<file path="src/rtl/platform_scheduler_if.sv">
// rtl/platform_scheduler_if.sv - frame, kill, read and status signals of the platform scheduler
interface platform_scheduler_if;
  logic       frame_clk;
  logic [7:0] scroll_amt;
  logic [1:0] difficulty;
  logic       kill_valid;
  logic [3:0] kill_idx;
  logic       kill_ready;
  logic [3:0] rd_idx;
  logic [8:0] rd_x;
  logic [8:0] rd_y;
  logic [2:0] rd_type;
  logic       busy;
  logic       scan_done;
  logic       respawn_pulse;
  logic       overrun;

  modport master (
    output frame_clk, scroll_amt, difficulty, kill_valid, kill_idx, rd_idx,
    input  kill_ready, rd_x, rd_y, rd_type, busy, scan_done, respawn_pulse, overrun
  );

  modport slave (
    input  frame_clk, scroll_amt, difficulty, kill_valid, kill_idx, rd_idx,
    output kill_ready, rd_x, rd_y, rd_type, busy, scan_done, respawn_pulse, overrun
  );
endinterface

</file>
<file path="src/rtl/platform_scheduler.sv">
// rtl/platform_scheduler.sv - 16-slot platform table with per-frame scroll, LFSR respawn and kill port
module platform_scheduler #(
  parameter int          SCREEN_H   = 480,
  parameter int          SPACING    = 30,
  parameter int          XMAX       = 400,
  parameter int          MAX_SCROLL = 60,
  parameter logic [15:0] LFSR_SEED  = 16'hACE1
) (
  input logic                 Clk,
  input logic                 Reset,
  platform_scheduler_if.slave bus
);

  typedef enum logic [1:0] {INIT, IDLE, SCROLL, DONE} state_t;

  localparam logic [9:0] H10   = 10'(SCREEN_H);
  localparam logic [8:0] XMAX9 = 9'(XMAX);
  localparam logic [7:0] MAXS8 = 8'(MAX_SCROLL);

  state_t      state;
  logic [3:0]  idx;
  logic [15:0] lfsr;
  logic [7:0]  s;
  logic        frame_clk_q;
  logic        busy, kill_ready, scan_done, respawn_pulse, overrun;

  logic [8:0]  tab_x    [16];
  logic [8:0]  tab_y    [16];
  logic [2:0]  tab_type [16];

  logic        tick, kill_fire, wrap;
  logic [15:0] lfsr_next;
  logic [8:0]  rand_x, init_y, new_y;
  logic [2:0]  rand_type;
  logic [9:0]  sum;

  assign tick      = bus.frame_clk & ~frame_clk_q;
  assign kill_fire = bus.kill_valid & kill_ready;
  assign lfsr_next = {lfsr[14:0], lfsr[15] ^ lfsr[13] ^ lfsr[12] ^ lfsr[10]};
  assign rand_x    = (lfsr[8:0] >= XMAX9) ? lfsr[8:0] - XMAX9 : lfsr[8:0];
  assign init_y    = 9'(SCREEN_H - SPACING * (int'(idx) + 1));
  assign sum       = {1'b0, tab_y[idx]} + {2'b00, s};
  assign wrap      = (sum >= H10);
  assign new_y     = wrap ? 9'(sum - H10) : sum[8:0];

  always_comb begin
    rand_type = 3'd0;
    case (bus.difficulty)
      2'd0:    rand_type = 3'd0;
      2'd1:    rand_type = (lfsr[1:0] == 2'b11) ? 3'd1 : 3'd0;
      default: begin
        case (lfsr[2:0])
          3'd0, 3'd1, 3'd2: rand_type = 3'd0;
          3'd3, 3'd4:       rand_type = 3'd1;
          3'd5, 3'd6:       rand_type = 3'd2;
          default:          rand_type = 3'd3;
        endcase
      end
    endcase
  end

  // Table contents survive reset; INIT rewrites every slot anyway.
  always_ff @(posedge Clk) begin
    if (!Reset) begin
      if (state == INIT) begin
        tab_x[idx]    <= rand_x;
        tab_y[idx]    <= init_y;
        tab_type[idx] <= 3'd0;
      end else if (state == SCROLL) begin
        tab_y[idx] <= new_y;
        if (wrap) begin
          tab_x[idx]    <= rand_x;
          tab_type[idx] <= rand_type;
        end
      end else if (state == IDLE && kill_fire) begin
        tab_type[bus.kill_idx] <= 3'd7;
      end
    end
  end

  always_ff @(posedge Clk) begin
    if (Reset) begin
      state         <= INIT;
      idx           <= 4'd0;
      lfsr          <= LFSR_SEED;
      s             <= 8'd0;
      frame_clk_q   <= 1'b0;
      busy          <= 1'b1;
      kill_ready    <= 1'b0;
      scan_done     <= 1'b0;
      respawn_pulse <= 1'b0;
      overrun       <= 1'b0;
    end else begin
      frame_clk_q   <= bus.frame_clk;
      scan_done     <= 1'b0;
      respawn_pulse <= 1'b0;
      if (tick && state != IDLE) overrun <= 1'b1;
      case (state)
        INIT: begin
          lfsr <= lfsr_next;
          idx  <= idx + 4'd1;
          if (idx == 4'd15) begin
            busy       <= 1'b0;
            kill_ready <= 1'b1;
            state      <= IDLE;
          end
        end
        IDLE: begin
          if (tick) begin
            s          <= (bus.scroll_amt > MAXS8) ? MAXS8 : bus.scroll_amt;
            busy       <= 1'b1;
            kill_ready <= 1'b0;
            idx        <= 4'd0;
            state      <= SCROLL;
          end
        end
        SCROLL: begin
          lfsr          <= lfsr_next;
          idx           <= idx + 4'd1;
          respawn_pulse <= wrap;
          if (idx == 4'd15) begin
            busy      <= 1'b0;
            scan_done <= 1'b1;
            state     <= DONE;
          end
        end
        default: begin
          kill_ready <= 1'b1;
          state      <= IDLE;
        end
      endcase
    end
  end

  assign bus.busy          = busy;
  assign bus.kill_ready    = kill_ready;
  assign bus.scan_done     = scan_done;
  assign bus.respawn_pulse = respawn_pulse;
  assign bus.overrun       = overrun;
  assign bus.rd_x          = tab_x[bus.rd_idx];
  assign bus.rd_y          = tab_y[bus.rd_idx];
  assign bus.rd_type       = tab_type[bus.rd_idx];

endmodule

</file>
<file path="src/flat_wrapper.sv">
// flat-port wrapper written by rule: the top's interface ports become plain ports
module platform_scheduler_flat 
#(
  parameter int          SCREEN_H   = 480,
  parameter int          SPACING    = 30,
  parameter int          XMAX       = 400,
  parameter int          MAX_SCROLL = 60,
  parameter logic [15:0] LFSR_SEED  = 16'hACE1
)
  (Clk, Reset, bus_frame_clk, bus_scroll_amt, bus_difficulty, bus_kill_valid, bus_kill_idx, bus_rd_idx, bus_kill_ready, bus_rd_x, bus_rd_y, bus_rd_type, bus_busy, bus_scan_done, bus_respawn_pulse, bus_overrun);
  platform_scheduler_if bus_i ();
  input logic Clk;
  input logic Reset;
  input wire logic [$bits(bus_i.frame_clk)-1:0] bus_frame_clk;
  input wire logic [$bits(bus_i.scroll_amt)-1:0] bus_scroll_amt;
  input wire logic [$bits(bus_i.difficulty)-1:0] bus_difficulty;
  input wire logic [$bits(bus_i.kill_valid)-1:0] bus_kill_valid;
  input wire logic [$bits(bus_i.kill_idx)-1:0] bus_kill_idx;
  input wire logic [$bits(bus_i.rd_idx)-1:0] bus_rd_idx;
  output wire logic [$bits(bus_i.kill_ready)-1:0] bus_kill_ready;
  output wire logic [$bits(bus_i.rd_x)-1:0] bus_rd_x;
  output wire logic [$bits(bus_i.rd_y)-1:0] bus_rd_y;
  output wire logic [$bits(bus_i.rd_type)-1:0] bus_rd_type;
  output wire logic [$bits(bus_i.busy)-1:0] bus_busy;
  output wire logic [$bits(bus_i.scan_done)-1:0] bus_scan_done;
  output wire logic [$bits(bus_i.respawn_pulse)-1:0] bus_respawn_pulse;
  output wire logic [$bits(bus_i.overrun)-1:0] bus_overrun;
  assign bus_i.frame_clk = bus_frame_clk;
  assign bus_i.scroll_amt = bus_scroll_amt;
  assign bus_i.difficulty = bus_difficulty;
  assign bus_i.kill_valid = bus_kill_valid;
  assign bus_i.kill_idx = bus_kill_idx;
  assign bus_i.rd_idx = bus_rd_idx;
  assign bus_kill_ready = bus_i.kill_ready;
  assign bus_rd_x = bus_i.rd_x;
  assign bus_rd_y = bus_i.rd_y;
  assign bus_rd_type = bus_i.rd_type;
  assign bus_busy = bus_i.busy;
  assign bus_scan_done = bus_i.scan_done;
  assign bus_respawn_pulse = bus_i.respawn_pulse;
  assign bus_overrun = bus_i.overrun;
  platform_scheduler #(.SCREEN_H(SCREEN_H), .SPACING(SPACING), .XMAX(XMAX), .MAX_SCROLL(MAX_SCROLL), .LFSR_SEED(LFSR_SEED)) u_core (.Clk(Clk), .Reset(Reset), .bus(bus_i));
endmodule
</file>
<file path="config.mk">
export PLATFORM = sky130hd
export DESIGN_NAME = platform_scheduler_flat
export DESIGN_NICKNAME = d
export VERILOG_FILES = /design/src/rtl/platform_scheduler_if.sv /design/src/rtl/platform_scheduler.sv /design/src/flat_wrapper.sv
export SDC_FILE = /design/constraint.sdc
export NUM_CORES = 1
export LEC_CHECK = 0
export ABC_CLOCK_PERIOD_IN_PS = 7000
export BUFFER_PORTS_ARGS = -buffer_cell sky130_fd_sc_hd__buf_2
export CORE_ASPECT_RATIO = 1.25
export CORE_MARGIN = 3
export CORE_UTILIZATION = 50
export DETAILED_ROUTE_END_ITERATION = 8
export PLACE_DENSITY_LB_ADDON = 0.12
export SETUP_SLACK_MARGIN = 0.2
export SLEW_MARGIN = 5
export SYNTH_ARGS = -nofsm -noshare
export SYNTH_HDL_FRONTEND = slang
export SYNTH_SLANG_ARGS = --single-unit
</file>
<file path="constraint.sdc">
create_clock -name Clk -period 7 [get_ports Clk]
set_input_delay 0.7 -clock Clk [delete_from_list [all_inputs] [get_ports Clk]]
set_output_delay 0.7 -clock Clk [all_outputs]
set_load 0.01 [all_outputs]
</file>
======== Word-level counts from Yosys, hierarchy flattened ========
Memory sizes are Yosys's and may differ from the RTL's. A register that Yosys moved wholly into a read port is not among the register bits.
Index checks and enable logic that the tools add are counted.
cells by class
  reduce and logical (&&, ||, !) cells .... 17
  bitwise gates (word level) .............. 10
  equal/unequal tests ..................... 16
  mux-type cells .......................... 44
  $add $sub $neg .......................... 6
  order comparisons ....................... 3
  $mul .................................... 1
operators with widths
  operator                                                                          count
  9-bit two-way mux                                                                 4
  5-bit by 32-bit multiplier with 8-bit output (first input constant)               1
  1-bit two-way mux                                                                 24
  9-bit subtractor (second input constant)                                          2
  4-bit two-way mux                                                                 4
  2-bit case mux with 3 select lines                                                2
  9-bit by 8-bit adder with 10-bit output                                           1
  10-bit by 9-bit >= comparator with 1-bit output (second input constant)           1
  3-bit equality test (second input constant)                                       3
  9-bit >= comparator (second input constant)                                       1
  3-bit AND reduction                                                               3
  6-bit by 9-bit subtractor with 9-bit output (first input constant)                1
  8-bit by 6-bit greater-than comparator with 1-bit output (second input constant)  1
  8-bit two-way mux                                                                 1
  4-bit case mux with 2 select lines                                                1
  2-bit OR reduction                                                                4
  3-bit by 2-bit equality test with 1-bit output (second input constant)            2
  2-bit two-way mux                                                                 3
  3-bit two-way mux                                                                 2
  2-bit by 1-bit != test with 1-bit output (second input constant)                  3
  3-bit case mux with 2 select lines                                                1
  3-bit OR reduction                                                                2
  4-bit by 1-bit adder with 5-bit output (second input constant)                    1
  4-bit by 1-bit adder with 4-bit output (second input constant)                    1
  16 further kinds                                                                  28
storage, ports and cells
  memories ................................ 3
  flip-flop bits (word level) ............. 36
  output and inout port bits .............. 26
  bits of input ports ..................... 22
  word-level logic and storage cells ...... 110
  RAM bits ................................ 336
memories
  name             depth  bits a word  read ports  clocked after Yosys merged registers in  write ports  line                      RTL
  u_core.tab_x     16     9            1           0                                        1            platform_scheduler.sv:27  logic [8:0] tab_x [16];
  u_core.tab_y     16     9            2           1                                        1            platform_scheduler.sv:28  logic [8:0] tab_y [16];
  u_core.tab_type  16     3            1           0                                        1            platform_scheduler.sv:29  logic [2:0] tab_type [16];

======== Depth between registers and ports, before layout ========
Gate-level depths: netlist (run 1).
  depth in word-level cells ............... 9
  mapped depth ............................ 16
  gate-level depth less buffers ........... 15

======== Worst setup path before layout (run 1) ========
No wires, ideal clock.
  path kind ............................... register to register
  start ................................... register with a tool-made name
  end ..................................... memory u_core.tab_type[0][0] (data pin)
  path buffers ............................ 3
  data arrival time ....................... 4,775 ps
  stages on the path, launching flop included .. 14
  required time ........................... 6,659 ps
  setup slack ............................. 1,884 ps
  library setup time ...................... 341 ps
  cells stage by stage .................... dfxtp_1 -> buf_4 -> buf_1 -> mux4_2 -> mux4_2 -> ha_1 -> or3b_2 -> o221ai_1 -> or3_1 -> clkbuf_1 -> nand4b_1 -> o31ai_1 -> nand2_1 -> o31ai_1
RTL lines
  element           line
  end: declaration  platform_scheduler.sv:29

==> flow_metrics.env, run 1 <==
export IMPL_min_period_over_period_pct=71.9
export IMPL_areaGrowthSynthToFinish_pct=11.7
export IMPL_post_route_min_period_ns=5.03
export IMPL_num_nets_final=1088
export IMPL_clock_latency_ns=0.54
export IMPL_track_usage_pct=22.1
export IMPL_synth_edf_count=336
export IMPL_leakage_nw=6.32
export IMPL_netlist_instances=967
export IMPL_cts_made_buffers=38
export IMPL_critical_path_class="reg2reg"
export IMPL_synth_avg_cell_area_um2=17.5
export IMPL_post_cts_buffers=0
export IMPL_cts_tree="built"
export IMPL_synth_top_area_share_pct=59.6
export IMPL_yosysWarnings=0
export IMPL_setup_tns_final_ns=0
export IMPL_worst_slew_pin_slew_ns=1.22
export IMPL_rsz0062_at_grt="no"
export IMPL_ant_nets=0
export IMPL_crit_path_frequent_cell="mux4_2"
export IMPL_synth_ff_type="edfxtp_1"
export IMPL_port_buffer_count=47
export IMPL_place_inst=1406
export IMPL_die_w_um=171
export IMPL_dp_hpwl_um=24700
export IMPL_critical_path_slowest_cell="o41ai_4"
export IMPL_start_util_pct=51.3
export IMPL_fin_util_pct=57.2
export IMPL_crit_chain="buf_4 > mux4_2 > mux4_2 > ha_1 > or3b_2 > o221ai_1 > or3_1 > nand4b_1 > o31ai_1 > nand2_1 > o41ai_4"
export IMPL_synth_largest_area_cell="edfxtp_1"
export IMPL_final_area_mm2=0.0189
export IMPL_critical_path_arrival_ns=5.25
export IMPL_ys_seq_area_share_pct=64.3
export IMPL_antenna_found_initial=0
export IMPL_wl_per_cell_um=26.3
export IMPL_htree_levels=2
export IMPL_crit_fanout=17
export IMPL_drc_errors=0
export IMPL_clockRootBuffer="clkbuf_16"
export IMPL_clockBufferDepth=3
export IMPL_num_antenna_cells=0
export IMPL_cts_sinks=376
export IMPL_cp_required_ns=7.22
export IMPL_die_area_mm2=0.0361
export IMPL_drive_above_1_share_pct=27.6
export IMPL_drt_wl_total_um=38800
export IMPL_power_density_mw_per_mm2=388
export IMPL_dpl_cell_area_mm2=0.0177
export IMPL_synth_seq_cells=376
export IMPL_drv_cap=0
export IMPL_setup_viol=0
export IMPL_drt_iter0_drc=754
export IMPL_status="completed"
export IMPL_grt_max_degree=58
export IMPL_grt_pass1_vias=9306
export IMPL_grt_remaining_overflow=0
export IMPL_synth_cell_types=59
export IMPL_die_h_um=212
export IMPL_gp_congestion=0.854
export IMPL_cts_resized=0
export IMPL_path_buf_inv=1
export IMPL_finalHoldViolCount=0
export IMPL_rows=74
export IMPL_viasPerCell=6.12
export IMPL_drv_slew=0
export IMPL_max_slew_margin_pct=18.6
export IMPL_firstDrtPassIters=5
export IMPL_slowest_delay_ns=0.75
export IMPL_worstHoldPathType="in2reg"
export IMPL_clkTransAtPathRegs_ns=0.06
export IMPL_clock_skew_ns=0.0184
export IMPL_grt_first_pass_wirelength_um=58500
export IMPL_coreArea_mm2=0.0331
export IMPL_synth_area_mm2=0.0169
export IMPL_async_flop_share_pct=0
export IMPL_pin_count=48
export IMPL_syn_num_nets=1027
export IMPL_ir_drop_mv=0.252
export IMPL_vias=9032
export IMPL_max_freq_mhz=199
export IMPL_hold_buffers=0
export IMPL_crit_path_end_kind="register"
export IMPL_hold_ws_ns=0.413
export IMPL_synth_area_leaders="edfxtp_1 60%, mux4_2 20%, dfxtp_1 4.7%"
export IMPL_final_cells=1475
export IMPL_critPathLaunchType="register"
export IMPL_cpLargestDelayFamily="compound AO/OA/AOI/OAI gates"
==> cell usage in the layout (no fill, tap or decap), types with 4 or more instances in the layout <==
| cell | instances |
|---|---|
| a211oi_1 | 4 |
| a21o_1 | 4 |
| a21oi_1 | 50 |
| a31oi_1 | 4 |
| and3_1 | 18 |
| buf_2 | 45 |
| buf_4 | 24 |
| clkbuf_1 | 11 |
| clkbuf_16 | 38 |
| clkinv_1 | 6 |
| dfxtp_1 | 39 |
| edfxtp_1 | 336 |
| fa_1 | 6 |
| ha_1 | 32 |
| inv_1 | 34 |
| mux4_2 | 150 |
| nand2_1 | 60 |
| nand2b_1 | 6 |
| nand3_1 | 8 |
| nor2_1 | 39 |
| nor2_2 | 6 |
| nor2b_1 | 10 |
| nor3_1 | 13 |
| nor4_1 | 5 |
| o211ai_1 | 8 |
| o21ai_0 | 12 |
| o31ai_1 | 4 |
| xnor2_1 | 16 |
| xor2_1 | 6 |
==> metrics by stage <==
| stage | total power [mW] | setup WS [ns] |
|---|---|---|
| final | 7.34 | 1.97 |
| after floorplan | 4.77 | 1.88 |
| after global placement | 5.42 | 1.91 |
| after detailed placement | 5.47 | 1.68 |
| after CTS | 7.41 | 1.66 |
| after global routing | 7.75 | 1.65 |
==> cell usage after synthesis, types with 8 or more instances <==
library cell and instances:
edfxtp_1 336, mux4_2 150, nand2_1 60, a21oi_1 50, nor2_1 45, dfxtp_1 40, inv_1 34, ha_1 32
clkbuf_1 30, and3_1 18, buf_1 16, nor3_1 16, xnor2_1 16, o21ai_0 12, nor2b_1 10, nand3_1 8
o211ai_1 8
==> power breakdown <==
part / internal, mW / total [mW] / switching, mW
registers: 3.16 / 3.29 / 0.139
logic: 0.820 / 2.12 / 1.30
clock network: 1.11 / 1.93 / 0.816
==> area by class of cell <==
cell class                 instances  area (um2)
clock buffer                      52        1030
clock inverter                    17         153
fill                            2534       14100
inverter                          34         128
multi-input combinational        508        5780
sequential                       376       10900
tap                              418         523
timing repair buffer              70         417
==> path summary, 6_finish.rpt <==
path	to	slack [ns]	from	cells after the start
worst max-delay path	u_core.tab_type[7][1]$_DFFE_PP_	1.97	register	11
worst min-delay path	u_core.s[0]$_SDFFE_PP0P_	0.41	bus_scroll_amt[0]	3
worst max register to register	u_core.tab_type[7][1]$_DFFE_PP_	1.97	register	11
worst min register to register	u_core.lfsr[14]$_SDFFE_PP0N_	0.47	u_core.lfsr[14]$_SDFFE_PP0N_	2
==> logic make-up after synthesis <==
group	share of synthesized area, %
AOI/OAI and AO/OA	4.06
xor gates and xnor gates	1.14
adders and majority gates	3.07
buffers and inverters	1.91
DFF	64.3
muxes	20.1
and+or+nand+nor	5.48
==> state kept, by name (all words and copies together), names as in the netlist, named ones only <==
register and count:
u_core.tab_x 144, u_core.tab_y 144, u_core.tab_type 48, u_core.lfsr 16, u_core.s 8, u_core.idx 4, u_core.state 2, u_core.bus.busy 1
u_core.bus.kill_ready 1, u_core.bus.overrun 1, u_core.bus.respawn_pulse 1, u_core.bus.scan_done 1, u_core.frame_clk_q 1
==> tightest hold or removal path: cells and delay by family <==
family | cells | cell delay [ns]
buffers and inverters | 1 | 0.08
AND/OR/NAND/NOR | 1 | 0.07
AO/OA/AOI/OAI | 1 | 0.05
==> routing by layer <==
metal / track usage (%) / up-vias / routed length [um]
met3: 3.21 / 72 / 1540
met4: 7.30 / 0 / 1290
met1: 28.0 / 4690 / 15200
met5: 0 / - / 0
met2: 39.2 / 237 / 20800
li1: - / 4033 / -
Power figures use the tool's default switching activity.
==> run 2: changes to the inputs <==
--- a/config.mk
+++ b/config.mk
@@ -5,7 +5,7 @@
 export SDC_FILE = /design/constraint.sdc
 export NUM_CORES = 1
 export LEC_CHECK = 0
-export ABC_CLOCK_PERIOD_IN_PS = 7000
+export ABC_CLOCK_PERIOD_IN_PS = 4950
 export BUFFER_PORTS_ARGS = -buffer_cell sky130_fd_sc_hd__buf_2
 export CORE_ASPECT_RATIO = 1.25
 export CORE_MARGIN = 3
==> constraint.sdc (replaced) <==
create_clock -name Clk -period 4.95 [get_ports Clk]
set_input_delay 0.495 -clock Clk [delete_from_list [all_inputs] [get_ports Clk]]
set_output_delay 0.495 -clock Clk [all_outputs]
set_load 0.01 [all_outputs]
==> run 2 against run 1 <==
Routed wire length up 1.4%. Critical path type unchanged. Non-clock buffer count rose by 31. Sequential power increased by 41%. Critical path depth grew 1. Highest routed layer unchanged. Power increased by 47%. Worst setup slack worse by 1.6 ns. Via count is 1.8% higher.
==> flow_metrics.env, run 2 (synthesized netlist as in run 1, its figures left out) <==
export IMPL_clockBufferDepth=3
export IMPL_final_area_mm2=0.0193
export IMPL_cts_tree="built"
export IMPL_drc_errors=0
export IMPL_power_density_mw_per_mm2=557
export IMPL_critical_path_class="reg2reg"
export IMPL_drv_slew=0
export IMPL_clock_latency_ns=0.54
export IMPL_largest_registers="u_core.tab_x (144), u_core.tab_y (144), u_core.tab_type (48)"
export IMPL_drt_wl_total_um=39400
export IMPL_critPathLaunchType="register"
export IMPL_die_w_um=171
export IMPL_start_util_pct=51.3
export IMPL_clock_skew_ns=0.0183
export IMPL_coreArea_mm2=0.0331
export IMPL_vias=9195
export IMPL_rsz0062_at_grt="yes"
export IMPL_htree_levels=2
export IMPL_num_fill_cells=2482
export IMPL_crit_chain="buf_4 > mux4_2 > mux4_2 > ha_1 > a2111oi_0 > o21ai_0 > a211o_1 > nand4b_1 > nor4_4 > buf_4 > o211ai_1 > a21oi_2"
export IMPL_final_common_cell="edfxtp_1"
export IMPL_port_buffer_count=47
export IMPL_place_inst=1436
export IMPL_drive_above_1_share_pct=31.4
export IMPL_pin_count=48
export IMPL_crit_path_end_kind="register"
export IMPL_crit_fanout=10
export IMPL_wl_per_cell_um=26.1
export IMPL_cts_sinks=376
export IMPL_track_usage_pct=22.4
export IMPL_status="completed"
export IMPL_leakage_nw=6.54
export IMPL_ant_nets=0
export IMPL_antenna_found_initial=0
export IMPL_grt_max_degree=59
export IMPL_fin_util_pct=58.4
export IMPL_clkTransAtPathRegs_ns=0.06
export IMPL_max_slew_margin_pct=31.7
export IMPL_clockRootBuffer="clkbuf_16"
export IMPL_die_area_mm2=0.0361
export IMPL_finalHoldViolCount=0
export IMPL_drv_cap=0
export IMPL_worstHoldPathType="in2reg"
export IMPL_min_period_over_period_pct=93.1
export IMPL_dpl_cell_area_mm2=0.0180
export IMPL_num_nets_final=1120
export IMPL_worst_slew_pin_slew_ns=1.02
export IMPL_die_h_um=212
export IMPL_dp_hpwl_um=25800
export IMPL_ir_drop_mv=0.406
export IMPL_layout_common_cells="336 x edfxtp_1, 150 x mux4_2, 60 x nand2_1"
export IMPL_grt_first_pass_wirelength_um=59400
export IMPL_grt_pass1_vias=9540
export IMPL_setup_viol=0
export IMPL_viasPerCell=6.10
export IMPL_critical_path_arrival_ns=4.87
export IMPL_post_route_min_period_ns=4.61
export IMPL_register_area_mm2=0.0109
export IMPL_firstDrtPassIters=6
export IMPL_areaGrowthSynthToFinish_pct=14.0
export IMPL_gp_congestion=0.833
export IMPL_setup_tns_final_ns=0
export IMPL_path_buf_inv=2
export IMPL_final_cells=1508
export IMPL_max_freq_mhz=217
export IMPL_critical_path_slowest_cell="o211ai_1"
export IMPL_drt_iter0_drc=835
export IMPL_cts_made_buffers=39
export IMPL_slowest_delay_ns=0.57
export IMPL_multi_input_area_mm2=0.00583
export IMPL_grt_remaining_overflow=0
export IMPL_cp_required_ns=5.21
export IMPL_cpLargestDelayFamily="compound AO/OA/AOI/OAI gates"
export IMPL_rows=74
-- run 2: final timing paths --
kind	from	depth (start not counted)	endpoint	slack, ns
max	register	12	u_core.tab_type[0][1]$_DFFE_PP_	0.34
min	bus_scroll_amt[1]	3	u_core.s[1]$_SDFFE_PP0P_	0.21
max reg2reg	register	12	u_core.tab_type[0][1]$_DFFE_PP_	0.34
min reg2reg	u_core.lfsr[14]$_SDFFE_PP0N_	2	u_core.lfsr[14]$_SDFFE_PP0N_	0.45
-- run 2: what timing repair did --
item / 4_1_cts / 5_1_grt
setup endpoints to repair: 0 / 240
buffers inserted: 0 / 1
hold buffers: 0 / 0
gates resized for setup: 0 / 21
-- run 2: layer usage --
layer,up-vias,share of wire [%],GRT usage [%]
met5,-,0,0
met4,0,3.7,8.03
met3,69,3.8,3.27
met2,249,55,40.7
met1,4763,38,27.2
li1,4114,-,-
-- run 2: power breakdown --
| group | internal, mW | switching [mW] | leakage (nW) |
|---|---|---|---|
| clock network | 1.71 | 1.17 | 0.618 |
| registers | 4.45 | 0.201 | 3.39 |
| logic | 1.29 | 1.95 | 2.53 |
| total | 7.45 | 3.32 | 6.54 |
-- run 2: cell type report --
class,instances,share of cell area [%]
timing repair buffer,101,3.56
sequential,376,56.4
multi-input combinational,508,30.2
clock buffer,45,5.17
clock inverter,25,1.31
inverter,34,0.661
antenna,1,0.0130
tap,418,2.71
-- run 2: tightest hold or removal path, delay by kind of cell --
family,cells,cell delay [ns]
buf+inv,1,0.08
compound gates,1,0.06
simple gates,1,0.07
-- run 2: stage by stage --
stage               total power [mW]  worst slack [ns]  hold slack (ns)
floorplan                       6.75             0.289            0.432
global placement                7.89             0.292            0.440
detailed placement              7.96             0.234            0.445
CTS                             10.8             0.203            0.198
global route                    11.3             0.161            0.211
finish                          10.8             0.340            0.215
==> run 3: changes to the inputs <==
--- a/config.mk
+++ b/config.mk
@@ -5,11 +5,11 @@
 export SDC_FILE = /design/constraint.sdc
 export NUM_CORES = 1
 export LEC_CHECK = 0
-export ABC_CLOCK_PERIOD_IN_PS = 4950
+export ABC_CLOCK_PERIOD_IN_PS = 5000
 export BUFFER_PORTS_ARGS = -buffer_cell sky130_fd_sc_hd__buf_2
 export CORE_ASPECT_RATIO = 1.25
 export CORE_MARGIN = 3
-export CORE_UTILIZATION = 50
+export CORE_UTILIZATION = 25
 export DETAILED_ROUTE_END_ITERATION = 8
 export PLACE_DENSITY_LB_ADDON = 0.12
 export SETUP_SLACK_MARGIN = 0.2
==> constraint.sdc (replaced) <==
create_clock -name Clk -period 5 [get_ports Clk]
set_input_delay 0.5 -clock Clk [delete_from_list [all_inputs] [get_ports Clk]]
set_output_delay 0.5 -clock Clk [all_outputs]
set_load 0.01 [all_outputs]
==> run 3 against run 2 <==
Sequential share of layout area is 2.4 points lower. Register-to-register slack better by 0.04 ns. First-iteration DRC count decreased by 35%. Sequential power is 2% lower. Design area grew 4.4%. Power rose by 4.4%. Clock-buffer cell count is 10 higher. Utilization shrank 28 points. Die area grew 96%. Combinational power rose by 6%. Highest routed layer is now met5.
==> flow_metrics.env, run 3 (synthesized netlist as in run 1, its figures left out) <==
export IMPL_status="completed"
export IMPL_drv_slew=0
export IMPL_crit_path_frequent_cell="buf_4"
export IMPL_drt_iter0_drc=539
export IMPL_critical_path_arrival_ns=5.04
export IMPL_crit_chain="buf_4 > mux4_2 > mux4_2 > ha_1 > or3b_2 > o221ai_1 > or3_1 > nand4b_1 > o31ai_2 > buf_4 > nand2_1 > buf_4 > o41ai_4 > buf_12"
export IMPL_min_period_over_period_pct=92.4
export IMPL_setup_tns_final_ns=0
export IMPL_layout_common_cells="336 x edfxtp_1, 150 x mux4_2, 60 x nand2_1"
export IMPL_gp_congestion=0.780
export IMPL_coreArea_mm2=0.0670
export IMPL_hold_buffers=0
export IMPL_finalHoldViolCount=0
export IMPL_clockRootBuffer="clkbuf_16"
export IMPL_viasPerCell=4.64
export IMPL_seqPwrFrac_pct=40.7
export IMPL_max_freq_mhz=217
export IMPL_die_h_um=297
export IMPL_grt_max_degree=50
export IMPL_vias=9143
export IMPL_cts_tree="built"
export IMPL_grtUsageMet1_pct=16.8
export IMPL_drive_above_1_share_pct=32.1
export IMPL_start_util_pct=25.3
export IMPL_p_comb_share_pct=30.5
export IMPL_worstHoldPathType="in2reg"
export IMPL_wl_per_cell_um=24.6
export IMPL_slowest_delay_ns=0.54
export IMPL_setup_ws_ns=0.382
export IMPL_pre_cts_ws_ns=0.263
export IMPL_num_nets_final=1130
export IMPL_clkTransAtPathRegs_ns=0.06
export IMPL_pin_count=48
export IMPL_dp_hpwl_um=32100
export IMPL_met2_usage_pct=24.7
export IMPL_rsz0062_at_grt="yes"
export IMPL_grt_first_pass_wirelength_um=71100
export IMPL_grt_pass1_vias=9982
export IMPL_worst_slew_pin_slew_ns=1.06
export IMPL_clock_latency_ns=0.60
export IMPL_clockBufferDepth=3
export IMPL_largest_registers="u_core.tab_x (144), u_core.tab_y (144), u_core.tab_type (48)"
export IMPL_firstDrtPassIters=4
export IMPL_grt_remaining_overflow=0
export IMPL_critPathLaunchType="register"
export IMPL_hold_ws_ns=0.176
export IMPL_rows=106
export IMPL_p_sw_mw=3.63
export IMPL_drv_cap=0
export IMPL_intPower_mw=7.61
export IMPL_ant_nets=0
export IMPL_htree_levels=2
export IMPL_crit_fanout=16
export IMPL_register_area_mm2=0.0109
export IMPL_max_slew_margin_pct=29.0
export IMPL_ir_drop_mv=0.318
export IMPL_die_w_um=239
export IMPL_leakage_nw=6.68
export IMPL_crit_path_end_kind="register"
export IMPL_num_fill_cells=6602
export IMPL_drt_wl_total_um=48500
export IMPL_multi_input_area_mm2=0.00584
export IMPL_track_usage_pct=13.8
export IMPL_final_common_cell="edfxtp_1"
export IMPL_swShare_pct=32.3
export IMPL_cts_made_buffers=44
export IMPL_clock_skew_ns=0.0429
export IMPL_cp_required_ns=5.42
export IMPL_clockPowerShare_pct=28.8
export IMPL_post_route_min_period_ns=4.62
export IMPL_antenna_found_initial=1
export IMPL_port_buffer_count=47
export IMPL_critical_path_class="reg2reg"
export IMPL_critical_path_slowest_cell="mux4_2"
export IMPL_setup_viol=0
export IMPL_power_density_mw_per_mm2=557
export IMPL_grt_busiest_layer="met2"
export IMPL_drc_errors=0
export IMPL_die_area_mm2=0.0710
export IMPL_grt_use_met3_pct=2.61
export IMPL_cts_sinks=376
export IMPL_areaGrowthSynthToFinish_pct=19.0
run 3: final cells by class:
class                      instances  share of cell area [%]
antenna                            1                  0.0124
clock buffer                      55                    5.82
clock inverter                    25                    1.41
inverter                          34                   0.633
multi-input combinational        508                    29.0
sequential                       376                    54.0
tap                              864                    5.36
timing repair buffer             106                    3.78
run 3: what timing repair did:
item,in CTS,in global routing
setup endpoints to repair,0,224
buffers inserted,0,1
resized for setup,0,3
run 3: critical path: cells and delay by family (launching register included):
family                   cells  cell delay, ns
multiplexers                 2            1.03
AO/OA/AOI/OAI                3            0.84
adder cells (fa/ha/maj)      1            0.40
AND/OR/NAND/NOR              4            0.99
flip-flops                   1            0.35
buffers and inverters        4            0.82
run 3: final timing paths:
path / from / end / slack, ns / cells past startpoint
worst max-delay path: register / u_core.tab_type[6][1]$_DFFE_PP_ / 0.38 / 14
worst min-delay path: bus_scroll_amt[0] / u_core.s[0]$_SDFFE_PP0P_ / 0.18 / 3
worst max register to register: register / u_core.tab_type[6][1]$_DFFE_PP_ / 0.38 / 14
worst min register to register: u_core.lfsr[14]$_SDFFE_PP0N_ / u_core.lfsr[14]$_SDFFE_PP0N_ / 0.45 / 2
run 3: per-stage QoR:
step | util (%) | instances | instance area (um2) | total power, mW
after floorplan | - | 967 | 17000 | 6.68
after global placement | 27.9 | 1887 | 18700 | 8.15
after detailed placement | 27.9 | 1887 | 18700 | 8.17
after CTS | 30.1 | 1967 | 20100 | 11.5
after global routing | 30.1 | 1968 | 20200 | 11.9
final | 30.1 | 1969 | 20200 | 11.2
run 3: power by group through the flow:
stage / sequential [mW] / combinational, mW / clock, mW
finish: 4.58 / 3.43 / 3.24
global route: 4.61 / 3.80 / 3.48
CTS: 4.59 / 3.53 / 3.35
detailed placement: 4.65 / 3.52 / 0
global placement: 4.65 / 3.51 / 0
floorplan: 4.59 / 2.09 / 0
run 3: metal layers:
metal  vias up  share of wire (%)
met4         2                2.8
met5         -              0.041
met3        65                3.8
li1       4127                  -
met1      4794                 41
met2       155                 52
